==> src/rtl/neuron_pkg.sv <==
// Shared fixed-point types, FSM state encoding and saturation helper for the
// neuron multiply-accumulate stage.
package neuron_pkg;

  localparam int FRAC = 8;
  localparam int SATW = 48;

  typedef logic signed [15:0]     q88_t;
  typedef logic        [7:0]      q08_t;
  typedef logic signed [SATW-1:0] wide_t;

  typedef enum logic [1:0] {ACC, OUT, ERR, FBK} state_t;

  // Clamp any sign-extended intermediate into the Q8.8 range.
  function automatic q88_t sat16(input wide_t v);
    q88_t r;
    if (v > wide_t'(32'sd32767))
      r = 16'sh7fff;
    else if (v < wide_t'(-32'sd32768))
      r = 16'sh8000;
    else
      r = v[15:0];
    return r;
  endfunction

endpackage

==> src/rtl/fxp_mul.sv <==
// Signed Q8.8 times signed operand, arithmetic right shift, saturate to Q8.8.
// Used for the propagated-error path and the weight-delta path.
module fxp_mul
  import neuron_pkg::*;
#(
  parameter int BW = 16,
  parameter int SH = FRAC
) (
  input  q88_t                a,
  input  logic signed [BW-1:0] b,
  output q88_t                p
);

  localparam int PW = 16 + BW;

  logic signed [PW-1:0] prod;

  assign prod = PW'(a) * PW'(b);
  assign p    = sat16(wide_t'(prod >>> SH));

endmodule

==> src/rtl/neuron_mac.sv <==
// Single-neuron MAC: forward dot product of N activations with N stored
// weights, optional backward pass streaming propagated errors and updating weights.
//
// state | meaning
// ACC   | accepting activation beats, accumulating w[k]*arg
// OUT   | holding saturated result until res handshake
// ERR   | waiting for downstream error (training only)
// FBK   | streaming w[k]*e upstream, updating w[k] per beat
module neuron_mac
  import neuron_pkg::*;
#(
  parameter int          N     = 4,
  parameter int          ARGW  = 8,
  parameter int          RESW  = 16,
  parameter int          ERRW  = 16,
  parameter int          FBKW  = 16,
  parameter logic [15:0] WINIT = 16'h0100,
  parameter int          RATE  = 0
) (
  input  logic            clk,
  input  logic            rst,
  input  logic            en,
  input  logic [ARGW-1:0] arg,
  input  logic            arg_valid,
  output logic            arg_ready,
  output logic [RESW-1:0] res,
  output logic            res_valid,
  input  logic            res_ready,
  input  logic [ERRW-1:0] err,
  input  logic            err_valid,
  output logic            err_ready,
  output logic [FBKW-1:0] fbk,
  output logic            fbk_valid,
  input  logic            fbk_ready
);

  localparam int            KW    = $clog2(N);
  localparam int            ACCW  = RESW + ARGW + KW;
  localparam int            PW    = RESW + ARGW + 1;
  localparam logic [KW-1:0] KLAST = KW'(N - 1);

  state_t                 state;
  logic [KW-1:0]          k;
  logic signed [ACCW-1:0] acc;
  q88_t                   e_reg;
  q88_t                   w [N];
  logic [ARGW-1:0]        x [N];

  logic signed [ARGW:0]   arg_s;
  logic signed [PW-1:0]   mac_prod;
  logic signed [ACCW-1:0] acc_next;
  q88_t                   mac_res;

  assign arg_s    = {1'b0, arg};
  assign mac_prod = PW'(w[k]) * PW'(arg_s);
  assign acc_next = acc + ACCW'(mac_prod);
  assign mac_res  = sat16(wide_t'(acc_next >>> FRAC));

  // Feedback is registered, so it is computed one beat ahead: entering FBK
  // needs w[0]*err, and each fbk handshake needs w[k+1]*e (still pre-update).
  logic [KW-1:0]        k_fb;
  q88_t                 e_fb;
  q88_t                 fbk_p;
  q88_t                 delta;
  q88_t                 w_upd;
  logic signed [ARGW:0] x_s;

  assign k_fb  = (state == FBK) ? k + KW'(1) : '0;
  assign e_fb  = (state == FBK) ? e_reg : q88_t'(err);
  assign x_s   = {1'b0, x[k]};
  assign w_upd = sat16(wide_t'(w[k]) - wide_t'(delta));

  fxp_mul #(.BW(ERRW), .SH(FRAC)) u_fbk_mul (
    .a (w[k_fb]),
    .b (e_fb),
    .p (fbk_p)
  );

  fxp_mul #(.BW(ARGW + 1), .SH(FRAC + RATE)) u_dlt_mul (
    .a (e_reg),
    .b (x_s),
    .p (delta)
  );

  always_ff @(posedge clk or negedge rst) begin
    if (!rst) begin
      state     <= ACC;
      k         <= '0;
      acc       <= '0;
      e_reg     <= '0;
      for (int i = 0; i < N; i++) begin
        w[i] <= WINIT;
        x[i] <= '0;
      end
      arg_ready <= 1'b1;
      res_valid <= 1'b0;
      err_ready <= 1'b0;
      fbk_valid <= 1'b0;
      res       <= '0;
      fbk       <= '0;
    end else begin
      case (state)
        ACC: begin
          if (arg_valid && arg_ready) begin
            x[k] <= arg;
            if (k == KLAST) begin
              res       <= mac_res;
              k         <= '0;
              acc       <= '0;
              arg_ready <= 1'b0;
              res_valid <= 1'b1;
              state     <= OUT;
            end else begin
              acc <= acc_next;
              k   <= k + KW'(1);
            end
          end
        end
        OUT: begin
          if (res_valid && res_ready) begin
            res_valid <= 1'b0;
            if (en) begin
              err_ready <= 1'b1;
              state     <= ERR;
            end else begin
              arg_ready <= 1'b1;
              state     <= ACC;
            end
          end
        end
        ERR: begin
          if (err_valid && err_ready) begin
            e_reg     <= q88_t'(err);
            err_ready <= 1'b0;
            fbk       <= fbk_p;
            fbk_valid <= 1'b1;
            k         <= '0;
            state     <= FBK;
          end
        end
        FBK: begin
          if (fbk_valid && fbk_ready) begin
            w[k] <= w_upd;
            if (k == KLAST) begin
              k         <= '0;
              fbk_valid <= 1'b0;
              arg_ready <= 1'b1;
              state     <= ACC;
            end else begin
              k   <= k + KW'(1);
              fbk <= fbk_p;
            end
          end
        end
        default: state <= ACC;
      endcase
    end
  end

endmodule

==> config.mk <==
export PLATFORM = sky130hd
export DESIGN_NAME = neuron_mac
export DESIGN_NICKNAME = d
export VERILOG_FILES = /design/src/rtl/neuron_pkg.sv /design/src/rtl/fxp_mul.sv /design/src/rtl/neuron_mac.sv
export SDC_FILE = /design/constraint.sdc
export NUM_CORES = 2
export LEC_CHECK = 0
export ABC_AREA = 1
export ABC_CLOCK_PERIOD_IN_PS = 9850
export CAP_MARGIN = 20
export CORE_MARGIN = 3
export CORE_UTILIZATION = 40
export CTS_CLUSTER_DIAMETER = 40
export DETAILED_ROUTE_END_ITERATION = 7
export SYNTH_ARGS = -nofsm -noshare
export SYNTH_HDL_FRONTEND = slang
export SYNTH_SLANG_ARGS = --single-unit
==> constraint.sdc <==
create_clock -name clk -period 9.85 [get_ports clk]
set_input_delay 1.4775 -clock clk [delete_from_list [all_inputs] [get_ports clk]]
set_output_delay 1.4775 -clock clk [all_outputs]
set_load 0.01 [all_outputs]
# Word-level counts from Yosys, hierarchy flattened
# Index checks and enable logic that the tools add are counted.
# classes
n_addsub	3
n_mul	3
n_lt_le_gt_ge	11
n_eq_ne	13
n_mux	60
n_bitwise	2
reduce_logical	22
# ops
cell	count
$mux W16	17
$bmux W16 S2	2
$bwmux W64	1
$mul A16 B9 Y25	2
$gt A17 B16 Y1 const B	2
$lt A17 B16 Y1 const B	2
$bwmux W32	1
$demux W16 S2	1
$mul A16 B16 Y32	1
$pmux W16 S2	1
$add A26 B25 Y26	1
$mux W26	1
$gt A24 B16 Y1 const B	1
$lt A24 B16 Y1 const B	1
$mux W2	12
$mux W8	3
$reduce_and A4 Y1	5
$gt A18 B16 Y1 const B	1
$lt A18 B16 Y1 const B	1
$sub A16 B16 Y17	1
$bmux W8 S2	1
$demux W8 S2	1
$ne A2 B2 Y1 const B	7
$mux W1	13
other kinds (19)	35
# totals
regBits	178
out_inout_bits	36
word_cells	132

# Longest topological paths before layout
# logic_depth
depth_word	13
mapped_depth	51
mapped_depth_nobuf	46

# By module
# From an unflattened synthesis, not the netlist that was laid out.
# hier_totals
hier_cells	4211
hier_area_um2	31758.0
# modules_own_cells
module	n_inst	cells_each	area_each_um2	seq_area_each_um2
neuron_mac	1	1974	15359.7	4460.5
fxp_mul at u_fbk_mul	1	1468	10899.2	0.0
fxp_mul at u_dlt_mul	1	769	5499.0	0.0

# Worst setup path after synthesis
# OpenSTA, ideal clock, no wires.
# synth_path
path_kind	reg-to-reg
startpoint	register k[0]
endpoint	register fbk[0]
setup_time_ns	0.121
arrival_time_ns	7.762
required_time_ns	9.729
setup_slack_ns	1.967
stages_incl_launch_ff	40
cell_sequence	dfrtp_1 -> buf_4 -> inv_2 -> buf_6 -> clkbuf_1 -> clkbuf_1 -> ha_1 -> inv_1 -> nor2_8 -> buf_1 -> nand3_1 -> nand2_1 -> inv_1 -> clkbuf_1 -> nand2_1 -> fa_1 -> inv_1 -> fa_1 -> [... 4 more ...] -> inv_1 -> fa_1 -> inv_1 -> fa_1 -> ha_1 -> a21oi_1 -> o21ai_0 -> a21oi_1 -> nor2_1 -> nor4_1 -> nand3_1 -> nand2_1 -> nand3_1 -> nor2_1 -> nand2_1 -> a21oi_4 -> buf_6 -> a21oi_2
# synth_between
elab_chain_cells	13
# synth_rtl
item	line	source
start, declared	neuron_mac.sv:43	logic [KW-1:0] k;
start signal, assigned	neuron_mac.sv:115	k <= k + KW'(1);
start signal, assigned	neuron_mac.sv:150	k <= k + KW'(1);
$add A2 B1 Y2	neuron_mac.sv:68	assign k_fb = (state == FBK) ? k + KW'(1) : '0;
$mux W2	neuron_mac.sv:68	
$not A2 Y3 (implied by the code)	neuron_mac.sv:74	.a (w[k_fb]),
$bmux W16 S2	neuron_mac.sv:74	
$mux W16 (implied by the code) (2 in a row)	neuron_mac.sv:74	
$mul A16 B16 Y32	fxp_mul.sv:18	assign prod = PW'(a) * PW'(b);
$lt A24 B16 Y1	neuron_pkg.sv:19	else if (v < wide_t'(-32'sd32768))
$mux W16	neuron_pkg.sv:19	
$mux W16	neuron_pkg.sv:17	if (v > wide_t'(32'sd32767))
$mux W16	neuron_mac.sv:144	if (k == KLAST) begin
$mux W16	neuron_mac.sv:142	if (fbk_valid && fbk_ready) begin
$pmux W16 S2	neuron_mac.sv:102	case (state)
end signal, assigned	neuron_mac.sv:135	fbk <= fbk_p;
end signal, assigned	neuron_mac.sv:151	fbk <= fbk_p;
end, declared	neuron_mac.sv:32	output logic [FBKW-1:0] fbk,
# Parallel ways exist; a longest one is shown, timed or not. The select of a mux whose other input is x is not followed.
# A chain may end at the register's enable or synchronous reset.

# Worst setup path in the final report
# layout_path
startpoint	register k[0]
endpoint	register fbk[9]
# Same word-level chain as after synthesis.

==> key figures <==
Route
  – Detailed Routing Iterations Pass 1: 5
  – Vias per cell: 5.02
  – DR WL/cell: 16.9 µm
  – Vias: around 23000
  – Met2 WL: around 36 mm
  – DRT antenna net count: 0
  – DRT iter0 DRCs: 1681
  – Routed wl met3: 5.33 mm
  – Routed WL: 78.9 mm
  – Residual DRC count: 0
  – Uppermost layer routed: met4
  – Post-Route M1 WL: 35.8 mm

Synthesis
  – Net Count, Synth: approximately 4400
  – Adder-cell share of the synthesized area: 42.6%
  – Post-Synth XOR/XNOR Area: 2.36%
  – Ys async rst share: 100%
  – Synthesis Warnings: 0
  – Seq/Total Area, Yosys: 15.4%
  – Compound-cell area share of the yosys netlist: 7.12%
  – Avg Cell Area, Syn: around 7.8 µm²
  – Post-Synth Simple-Gate Area: 20.9%
  – Mux cell area share after synthesis: 0%
  – #FFs+latches synth: 178
  – Largest family of logic cells by synthesized area: adder cells
  – Mapped Area: 28900 µm²
  – Synth Instances: 3682
  – Count of cell types in the netlist: 56
  – Post-synth EDFFs: 0
  – Synth Flop Type: dfrtp_1

Critical path
  – Worst R2R Setup Slack: ~0.74 ns
  – Delay of the slowest critical-path stage: 0.89 ns
  – Crit path top cell by count: fa_1
  – Worst path slowest cell: fa_1
  – Critical Path Sink Type: flop
  – CP Class: flop to flop
  – Req. time, crit path: slightly above 10 ns
  – Crit Path Max Fanout: 38
  – CP arrival: 9.53 ns
  – Worst Setup Start Kind: flop
  – Worst r2r path cells: 30

Finish
  – FILL cells: ~7200
  – Largest Register: w
  – Number of flip-flops in the largest register: 64
  – Fin nets: 4430
  – Synth-to-Final Area Change: 8.04%
  – Reg area: 4460 µm²
  – Biggest regs: w: 64 flops, x: 32 flops, acc: 26 flops
  – N_diodes: 0
  – Layout cells sized above 1: 3.63%
  – Multi-input gate area: 21100 µm²

Power and ir drop
  – Internal: between 1 and 1.5 mW
  – Switch share: 26.9%
  – NetSw: 409 µW
  – Max VDD drop: 123 µV
  – Comb pwr share: 3.1%
  – Pwr dens: around 49 nW/µm²
  – Final Power: 1.52 mW
  – Leak Pwr: 16.8 nW
  – Clk network pwr share: approximately half
  – Seq pwr share: 48.0%

STA
  – Count of final hold-check violations: 0
  – Hold Slack: 0.486 ns
  – Final Cycle Share: about 90%
  – RSZ-0062 raised after global routing: false
  – Setup TNS: 0 ns
  – Final critical-path required period: approximately 9.1 ns
  – Achievable Freq: 110 MHz
  – Slew headroom: 33.4%
  – Slew at the pin closest to its max-slew limit: 0.988 ns
  – Worst Clk Skew: 0.0166 ns
  – Slew Viols, Final: 0
  – Setup violators final: 0

CTS
  – Clk sinks: 178
  – Clk root buf: clkbuf_16
  – H-Tree Level Count: 4
  – CTS buffer count: 17
  – Longest Clk Path Bufs: 2
  – Clock-pin slew on the worst setup and hold paths: 0.08 ns
  – Clock latency on the worst-skew pair: 0.50 ns
  – CTS tree: built
  – Cts repair resizes: 0
  – Post-CTS Hold Buffers: 0

Global routing
  – Global-route wire length before repair: around 130 mm
  – Largest net degree at the start of global routing: 81
  – Initial antenna violation count: 0
  – Number of global-route vias before repair: roughly 24000
  – Congestion Overflow GR: 0
  – Total GRT Usage: 22.0%

Die
  – Die Ht: 275 µm
  – Die X: 275 µm
  – Die ar.: 75500 µm²
  – IO Count: 67
  – Total core area: 70800 µm²
  – FP Rows: 97
  – Initial core utilization: 40.8%

Job
  – Max Cap Viol: 0

Outcome
  – Status: complete, no violations

Place
  – I/O Buffers: 66
  – DP HPWL: 63.7 mm
  – Routability cong.: 0.909

Min path
  – Hold WC Path Type: flop to flop
  – Hold path depth: 2
final timing paths:
path                        from      to
hold reg to reg            w[40]   w[40]
min in group asynchronous    rst  fbk[3]
max in group asynchronous    rst  acc[2]
hold / removal             w[40]   w[40]
setup / recovery            k[0]  fbk[9]
setup reg to reg            k[0]  fbk[9]
cells in the final DEF (no fill, tap or decap), types with 5 or more instances in the layout:
master,instances
nand2_2,18
inv_2,6
clkbuf_16,17
a31oi_1,16
clkinv_1,14
a22o_1,17
nor2_2,5
ha_1,203
nor2_1,355
buf_4,37
xnor2_1,28
o21ai_1,9
o21a_1,7
a21o_1,11
a21oi_2,12
clkdlybuf4s50_1,65
or2_2,8
fa_1,488
nand2_1,948
xor2_1,50
nor3_1,17
dfstp_2,5
dfrtp_1,173
nand4_1,14
a211oi_1,7
nor4_1,5
nand3_1,119
a21oi_1,121
o21ai_0,126
inv_1,757
o211ai_1,7
per-stage QoR:
stage | setup WS [ns] | cells | utilization (%) | instance area (µm²)
6_report | 0.742 | 4661 | 44.1 | 31200
5_1_grt | 0.0659 | 4661 | 44.1 | 31200
4_1_cts | 0.652 | 4659 | 44.1 | 31200
3_5_place_dp | 0.671 | 4627 | 43.2 | 30600
3_3_place_gp | 0.698 | 4627 | 43.2 | 30600
2_1_floorplan | 1.97 | 3682 | - | 28900
per-layer routing:
layer,up-vias,track usage (%)
met2,664,35.1
met5,-,0
met1,11500,31.3
met3,85,3.85
li1,11100,-
met4,0,5.29
synth_stat cells, types with 28 or more instances:
cell / number / area share [%]
xor2_1: 50 / 1.5
nand3_1: 119 / 2.1
clkbuf_1: 71 / 0.92
o21ai_0: 127 / 2.2
inv_1: 757 / 9.8
xnor2_1: 28 / 0.85
nor2_1: 357 / 4.6
ha_1: 203 / 8.8
dfrtp_1: 173 / 15
fa_1: 488 / 34
nand2_1: 948 / 12
a21oi_1: 121 / 2.1
cells by family (layout without fill, tap and decap cells):
family          after synthesis  after routing
simple gates               1506           1506
xor+xnor                     78             78
flops                       178            178
fa+ha+maj                   691            691
buf+inv                     875            914
compound gates              354            354
final cells by class:
type / count / share of cell area, %
clock buffer: 19 / 1.42
sequential: 178 / 14.3
multi-input combinational: 2629 / 67.5
tap: 940 / 3.77
timing repair buffer: 105 / 3.13
inverter: 777 / 9.34
clock inverter: 13 / 0.517
critical path, delay by kind of cell (launching register included):
family                   cells  cell delay [ns]
flip-flops                   1             0.39
adder cells (fa/ha/maj)      8             3.91
AO/OA/AOI/OAI                4             1.22
buffers and inverters        6             1.26
AND/OR/NAND/NOR             12             2.23
power by group through the flow:
stage	logic [mW]	clock network, mW	registers, mW
after detailed placement	0.0481	0	0.745
final	0.0477	0.743	0.730
after global routing	0.0520	0.785	0.730
after global placement	0.0485	0	0.745
after floorplan	0.00733	0	0.745
after CTS	0.0484	0.756	0.730
timing repair:
action,in CTS,in global routing
buffers inserted,0,1
endpoints found under the hold margin,0,0
setup endpoints to repair,0,13
(Power assumes the default switching activity.)
